File: config.mk
export PLATFORM = sky130hd
export DESIGN_NAME = key_conditioner
export DESIGN_NICKNAME = d
export VERILOG_FILES = /design/src/rtl/input_pkg.sv /design/src/rtl/key_debounce.sv /design/src/rtl/key_conditioner.sv
export SDC_FILE = /design/constraint.sdc
export NUM_CORES = 1
export LEC_CHECK = 0
export CORE_ASPECT_RATIO = 1.2
export CORE_MARGIN = 3
export CORE_UTILIZATION = 55
export DETAILED_ROUTE_END_ITERATION = 16
export DONT_BUFFER_PORTS = 1
export PLACE_DENSITY = 0.7
export SETUP_SLACK_MARGIN = 0.5
export SLEW_MARGIN = 20
export SYNTH_ARGS = -nofsm -noshare
export SYNTH_HDL_FRONTEND = slang
export SYNTH_SLANG_ARGS = --single-unit
export TNS_END_PERCENT = 30
File: constraint.sdc
create_clock -name clk -period 4.1 [get_ports clk]
set_clock_uncertainty 0.15 [all_clocks]
set_input_delay 0.82 -clock clk [delete_from_list [all_inputs] [get_ports clk]]
set_output_delay 0.82 -clock clk [all_outputs]
set_load 0.05 [all_outputs]
File: src/rtl/input_pkg.sv
`default_nettype none
// ============================================================================
//  Module   : input_pkg
//  Brief    : Shared key FSM encoding, default debounce and counter sizing.
//  Revision : 1.0 - initial release
// ============================================================================
package input_pkg;

    localparam logic [1:0] c_IDLE         = 2'd0;
    localparam logic [1:0] c_PRESS_WAIT   = 2'd1;
    localparam logic [1:0] c_PRESSED      = 2'd2;
    localparam logic [1:0] c_RELEASE_WAIT = 2'd3;

    // 20 ms at 50 MHz
    localparam int c_DEBOUNCE_DEFAULT = 1_000_000;

    function automatic int cnt_width(input int n);
        return (n <= 2) ? 1 : $clog2(n);
    endfunction

endpackage
`default_nettype wire

File: src/rtl/key_debounce.sv
`default_nettype none
// ============================================================================
//  Module   : key_debounce
//  Brief    : Single-key debounce FSM with registered level/press/release.
//  Revision : 1.0 - initial release
// ============================================================================
module key_debounce
    import input_pkg::*;
#(
    parameter int DEBOUNCE_CYCLES = c_DEBOUNCE_DEFAULT
) (
    input  logic clk,
    input  logic reset,
    input  logic pressed_s,
    output logic level,
    output logic press,
    output logic release_pulse
);

    localparam int            CW        = cnt_width(DEBOUNCE_CYCLES);
    localparam logic [CW-1:0] c_CNT_MAX = CW'(DEBOUNCE_CYCLES - 1);

    logic [1:0]    r_state;
    logic [1:0]    w_state_next;
    logic [CW-1:0] r_cnt;
    logic [CW-1:0] w_cnt_next;
    logic          r_level;
    logic          r_press;
    logic          r_release;
    logic          w_level_next;
    logic          w_press_next;
    logic          w_release_next;

    always_ff @(posedge clk) begin
        if (reset) begin
            r_state   <= c_IDLE;
            r_cnt     <= '0;
            r_level   <= 1'b0;
            r_press   <= 1'b0;
            r_release <= 1'b0;
        end else begin
            r_state   <= w_state_next;
            r_cnt     <= w_cnt_next;
            r_level   <= w_level_next;
            r_press   <= w_press_next;
            r_release <= w_release_next;
        end
    end

    // Counter saturates by leaving the wait state, so it never wraps.
    always_comb begin
        w_state_next = r_state;
        w_cnt_next   = r_cnt;
        case (r_state)
            c_IDLE: begin
                if (pressed_s) begin
                    w_state_next = c_PRESS_WAIT;
                    w_cnt_next   = '0;
                end
            end
            c_PRESS_WAIT: begin
                if (!pressed_s) begin
                    w_state_next = c_IDLE;
                    w_cnt_next   = '0;
                end else if (r_cnt == c_CNT_MAX) begin
                    w_state_next = c_PRESSED;
                end else begin
                    w_cnt_next = r_cnt + 1'b1;
                end
            end
            c_PRESSED: begin
                if (!pressed_s) begin
                    w_state_next = c_RELEASE_WAIT;
                    w_cnt_next   = '0;
                end
            end
            c_RELEASE_WAIT: begin
                if (pressed_s) begin
                    w_state_next = c_PRESSED;
                    w_cnt_next   = '0;
                end else if (r_cnt == c_CNT_MAX) begin
                    w_state_next = c_IDLE;
                end else begin
                    w_cnt_next = r_cnt + 1'b1;
                end
            end
            default: begin
                w_state_next = c_IDLE;
                w_cnt_next   = '0;
            end
        endcase
    end

    always_comb begin
        w_level_next   = (w_state_next == c_PRESSED) || (w_state_next == c_RELEASE_WAIT);
        w_press_next   = (r_state == c_PRESS_WAIT) && (w_state_next == c_PRESSED);
        w_release_next = (r_state == c_RELEASE_WAIT) && (w_state_next == c_IDLE);
    end

    assign level         = r_level;
    assign press         = r_press;
    assign release_pulse = r_release;

endmodule
`default_nettype wire

File: src/rtl/key_conditioner.sv
`default_nettype none
// ============================================================================
//  Module   : key_conditioner
//  Brief    : Synchronizes KEY/SW pins and debounces each push-button.
//  Revision : 1.0 - initial release
// ============================================================================
module key_conditioner
    import input_pkg::*;
#(
    parameter int N_KEYS          = 4,
    parameter int N_SW            = 10,
    parameter int DEBOUNCE_CYCLES = c_DEBOUNCE_DEFAULT
) (
    input  logic              clk,
    input  logic              reset,
    input  logic [N_KEYS-1:0] key_n,
    input  logic [N_SW-1:0]   sw_raw,
    output logic [N_KEYS-1:0] key_level,
    output logic [N_KEYS-1:0] key_press,
    output logic [N_KEYS-1:0] key_release,
    output logic [N_SW-1:0]   sw_sync
);

    logic [N_KEYS-1:0] r_key_meta;
    logic [N_KEYS-1:0] r_key_sync;
    logic [N_SW-1:0]   r_sw_meta;
    logic [N_SW-1:0]   r_sw_sync;
    logic [N_KEYS-1:0] w_pressed_s;

    // Key flops reset to the released (high) level so no phantom press follows reset.
    always_ff @(posedge clk) begin
        if (reset) begin
            r_key_meta <= '1;
            r_key_sync <= '1;
            r_sw_meta  <= '0;
            r_sw_sync  <= '0;
        end else begin
            r_key_meta <= key_n;
            r_key_sync <= r_key_meta;
            r_sw_meta  <= sw_raw;
            r_sw_sync  <= r_sw_meta;
        end
    end

    assign w_pressed_s = ~r_key_sync;
    assign sw_sync     = r_sw_sync;

    generate
        for (genvar k = 0; k < N_KEYS; k++) begin : g_key
            key_debounce #(
                .DEBOUNCE_CYCLES(DEBOUNCE_CYCLES)
            ) u_key_debounce (
                .clk           (clk),
                .reset         (reset),
                .pressed_s     (w_pressed_s[k]),
                .level         (key_level[k]),
                .press         (key_press[k]),
                .release_pulse (key_release[k])
            );
        end
    endgenerate

endmodule
`default_nettype wire

* Word level (Yosys, flattened, before mapping)
Index checks and enable logic that the tools add are counted.
** Storage, ports and cells
- Bits in registers :: 128
- Bits of input ports :: 16
- Output and inout bits :: 22
** Operators by class
- $add $sub $neg :: 4
- Equal/unequal tests :: 32
- Mux-type cells :: 52
- Bitwise gates (word level) :: 1
- Reductions and logical operators :: 24
** Operator list (number)
- $mux 20 :: 20
- $pmux 20 s4 :: 4
- $add 20x1->20 const B :: 4
- $eq 20x20->1 const B :: 4
- $mux 2 :: 24
- $eq 2x2->1 const B :: 16
- $pmux 2 s4 :: 4
- $logic_not 2->1 :: 8
- $ne 2x2->1 const B :: 8
- $eq 2x1->1 const B :: 4
- $logic_and 1x1->1 :: 8
- $reduce_and 2->1 :: 4
- $logic_or 1x1->1 :: 4
- $not 4->4 :: 1

* Logic depth before layout (Yosys ltp)
- Depth after elaboration :: 6
- Mapped depth :: 7
- Mapped depth without buffers :: 6

* Cells and area by module
From an unflattened synthesis, not the netlist that was laid out.
** Unflattened totals
- Cells, all modules :: 661
- Area, all modules :: 6067.1 sq um
** Modules (own cells, without submodules)
- key_debounce at g_key[1].u_key_debounce ... :: times used 2, cells an instance 158, area an instance 1403.8 sq um, sequential area each 500.5 sq um
- key_debounce at g_key[3].u_key_debounce :: times used 1, cells an instance 143, area an instance 1244.9 sq um, sequential area each 500.5 sq um
- key_debounce at g_key[0].u_key_debounce :: times used 1, cells an instance 140, area an instance 1237.4 sq um, sequential area each 500.5 sq um
- key_conditioner :: times used 1, cells an instance 62, area an instance 777.0 sq um, sequential area each 560.5 sq um

* Worst setup path after synthesis
Ideal clock, no wire load.
- Path type :: in2reg
- Start :: input port reset
- End :: register g_key[2].u_key_debounce.r_cnt[10]
- Arrival time :: 1962 ps
- Data required time :: 3822 ps
- Slack :: 1861 ps
- Cell stages on the path :: 6
- Cells stage by stage :: clkbuf_1 inv_1 and3_1 nor2_1 clkbuf_1 nor2_1
** RTL lines
- from (decl) :: RTL line key_conditioner.sv:15 : input logic reset,
- to (signal assigned) :: RTL line key_debounce.sv:43 : r_cnt <= w_cnt_next;
- to (decl) :: RTL line key_debounce.sv:25 : logic [CW-1:0] r_cnt;

* Worst setup path after layout
- Start :: register g_key[3].u_key_debounce.r_cnt[9]
- End :: register g_key[3].u_key_debounce.r_level
** On the way
- Word-level cells in the longest chain between the ends :: 6
- Elaborated cells on any way between the ends :: 9
- Classes of those cells :: eq/ne (3); mux (5); reduce/logical (1)
** RTL lines
- from (decl) :: RTL line key_debounce.sv:25
- from (signal assigned) :: RTL line key_debounce.sv:43
- $eq 20x20->1 * :: RTL line key_debounce.sv:65, key_debounce.sv:81
- $mux 2 (on tied branches) :: RTL line key_debounce.sv:81, key_debounce.sv:65
- $mux 2 (on tied branches) :: RTL line key_debounce.sv:78, key_debounce.sv:62
- $pmux 2 s4 * :: RTL line key_debounce.sv:54 : case (r_state)
- $eq 2x2->1 :: RTL line key_debounce.sv:95 : w_level_next = (w_state_next == c_PRESSED) || (w_state_next == c_RELEASE_WAIT);
- $logic_or 1x1->1 * :: RTL line key_debounce.sv:95
- to (signal assigned) :: RTL line key_debounce.sv:44 : r_level <= w_level_next;
- to (decl) :: RTL line key_debounce.sv:27 : logic r_level;
Mark *: on every way between the ends. The rest lies on a longest branch, timed or not.
A chain may end at the register's enable or synchronous reset.

==> flow_metrics.env <==
export IMPL_status="finished, final reports clean"
export IMPL_whs_ns=0.250
export IMPL_power_density_nw_per_um2=460
export IMPL_period_needed_ns=2.38
export IMPL_avgSynthCellArea_sq_um=8.66
export IMPL_num_rows=40
export IMPL_finalSetupTns_ns=0
export IMPL_clock_fmax_mhz=420
export IMPL_p_clk_share_pct=53.6
export IMPL_grt_antenna_before_repair=1
export IMPL_vias_per_cell=5.77
export IMPL_layout_drive_gt1_share_pct=9.09
export IMPL_cts_root_buf="clkbuf_16"
export IMPL_dr_pass1_iters=4
export IMPL_hold_buffers=0
export IMPL_ys_top_cells_by_count="128 x dfxtp_1, 72 x nor2_1, 44 x nand2_1"
export IMPL_maxCapViolCount=0
export IMPL_path_max_fanout=8
export IMPL_wl_per_cell_um=14.8
export IMPL_start_kind="register"
export IMPL_p_int_w=0.00224
export IMPL_routed_wl_mm=11.5
export IMPL_htreeDepth=4
export IMPL_end_kind="register"
export IMPL_combPwrFrac_pct=1.6
export IMPL_seq_power_share_pct=44.8
export IMPL_top_layer="met5"
export IMPL_irDropWorstVdd_uv=324
export IMPL_postRouteAntennaNets=0
export IMPL_final_nets=656
export IMPL_swShare_pct=21.9
export IMPL_slew_violations=0
export IMPL_yosys_warnings=0
export IMPL_post_cts_buffers=0
export IMPL_finalSetupViolations=0
export IMPL_drt_iter0_drc=244
export IMPL_yosysMostFrequentCell="dfxtp_1"
export IMPL_fin_crit_sh_pct=58.1
export IMPL_clkSlewWorstSetupHoldPaths_ns=0.06
export IMPL_dp_cells=743
export IMPL_synth_cell_type_count=54
export IMPL_cp_arrival_ns=2.54
export IMPL_start_util_pct=56.4
export IMPL_area_growth_pct=9.90
export IMPL_dieArea_sq_um=11600
export IMPL_dp_hpwl_mm=7.74
export IMPL_grt_pass1_wl_mm=19.5
export IMPL_hold_viol=0
export IMPL_n_antenna_cell=0
export IMPL_grt_max_degree=66
export IMPL_coreArea_sq_um=10100
export IMPL_grt_setup_unrepaired="false"
export IMPL_power_switching_w=0.000627
export IMPL_rrSetupSlack_ns=1.72
export IMPL_power_leakage_nw=2.23
export IMPL_ys_ff_latch=128
export IMPL_clk_latency_ns=0.42
export IMPL_cts_tree="yes"
export IMPL_yosysTopAreaCell="dfxtp_1"
export IMPL_syn_nets=675
export IMPL_grtUsageTotal_pct=20.9
export IMPL_design_area_sq_um=6240
export IMPL_worst_pin_slew_ns=0.825
export IMPL_stdcell_count=775
export IMPL_io_pins=38
export IMPL_grt_ovfl_total=0
export IMPL_wl_met3_um=373
export IMPL_synth_edf_count=0
export IMPL_hold_path_class="register to register"
export IMPL_required_ns=4.26
export IMPL_syn_inst=655
export IMPL_yosys_most_used_dff="dfxtp_1"
export IMPL_wl_met2_mm=5.98
export IMPL_relSlewSlack_pct=44.8
export IMPL_final_core_util_pct=62.0
export IMPL_synthDominantCellAreaShare_pct=45.2
export IMPL_placed_area_sq_um=5620
export IMPL_ctsResizeCount=0
export IMPL_netlist_area_sq_um=5670
export IMPL_port_buffers=0
export IMPL_grt_pass1_vias=4187
export IMPL_globalplace_congestion=0.851
export IMPL_die_height_um=117
export IMPL_async_reset_ff_share_pct=0
export IMPL_clockBufferDepth=2
export IMPL_met1Wirelength_mm=4.97
export IMPL_yosys_top_cells_area="dfxtp_1 45%, xor2_1 5.6%, nor2_1 4.8%, nand4_1 3.9%, a21oi_1 3.0%"
export IMPL_drc_errors=0
export IMPL_vias=4475
export IMPL_path_class="register to register"
export IMPL_synth_seq_area_share_pct=45.2
export IMPL_die_w_um=98.7
export IMPL_cts_buffers=17
export IMPL_cts_sinks=128
==> layer usage <==
metal,track usage (%),vias to the layer above
li1,-,2285
met1,24.7,2112
met2,35.8,62
met3,6.05,14
met4,8.74,2
met5,0,-
==> layout make-up <==
class / count / area, sq um
Sequential cell: 128 / 2560
Fill cell: 857 / 3820
Clock inverter: 15 / 186
Tap cell: 126 / 158
Timing Repair Buffer: 1 / 7.51
Clock buffer: 17 / 425
Multi-Input combinational cell: 479 / 2860
Inverter: 9 / 33.8
==> critical path, cell delays in order, from the launching register on <==
cell and delay (ns):
dfxtp_1 0.46, nor4b_1 0.28, nand4_1 0.34, nor2_1 0.48
nand2_1 0.23, mux2_2 0.32
==> power by group through the flow <==
stage | clock (W) | sequential (W) | combinational (W)
floorplan | 0 | 0.00131 | 0.0000476
global placement | 0 | 0.00131 | 0.0000442
detailed placement | 0 | 0.00131 | 0.0000455
CTS | 0.00156 | 0.00128 | 0.0000459
global route | 0.00163 | 0.00129 | 0.0000519
finish | 0.00154 | 0.00128 | 0.0000449
==> cell families after synthesis <==
kind of cell               after synthesis  share of synthesized area [%]
DFF                                    128                           45.2
muxes                                    5                          0.926
AOI/OAI and AO/OA                      107                           11.4
adders and majority gates                4                          0.882
xor gates and xnor gates                50                           7.72
and+or+nand+nor                        313                           29.4
buffers and inverters                   48                           4.48
==> flip-flops by register name, summed over array words and instances, names as in the netlist <==
register and flops:
g_key.u_key_debounce.release_pulse 4, g_key.u_key_debounce.r_cnt 80, r_sw_meta 10, g_key.u_key_debounce.press 4, sw_sync 10, g_key.u_key_debounce.r_state 8, r_key_sync 4, g_key.u_key_debounce.level 4
r_key_meta 4
==> cell usage in the layout, fill, tap and decap left out, types with 3 or more instances in the layout <==
master / n
and4_1: 4
or2_2: 16
inv_1: 9
nor3_1: 12
or3_1: 8
nand4_1: 35
nor2_1: 72
o2111ai_1: 3
bufinv_16: 3
dfxtp_1: 128
nand2b_1: 3
and3_1: 22
a31oi_1: 7
nor4_1: 15
a21oi_1: 34
and2_1: 6
a21o_1: 6
o211ai_1: 8
nand3_1: 33
nor4b_1: 3
nand2_1: 44
mux2i_1: 3
nor2b_1: 21
o21ai_0: 34
xor2_1: 36
and3b_1: 4
or4_1: 3
ha_1: 4
xnor2_1: 14
clkbuf_16: 17
clkinv_4: 7
==> metrics by stage <==
step                      worst slack, ns  total power (W)
final                                1.72          0.00287
after global routing                 1.46          0.00297
after CTS                            1.74          0.00289
after detailed placement             1.65          0.00136
after global placement               1.71          0.00135
after floorplan                      1.86          0.00135
==> path summary, 6_finish.rpt <==
path                                                 start                                        to  cells after the start
max          g_key[3].u_key_debounce.r_cnt[9]$_SDFFE_PP0P_  g_key[3].u_key_debounce.level$_SDFF_PP0_                      5
min                               r_key_meta[1]$_SDFF_PP1_                  r_key_sync[1]$_SDFF_PP1_                      1
max reg2reg  g_key[3].u_key_debounce.r_cnt[9]$_SDFFE_PP0P_  g_key[3].u_key_debounce.level$_SDFF_PP0_                      5
min reg2reg                       r_key_meta[1]$_SDFF_PP1_                  r_key_sync[1]$_SDFF_PP1_                      1
(Power assumes the default switching activity.)
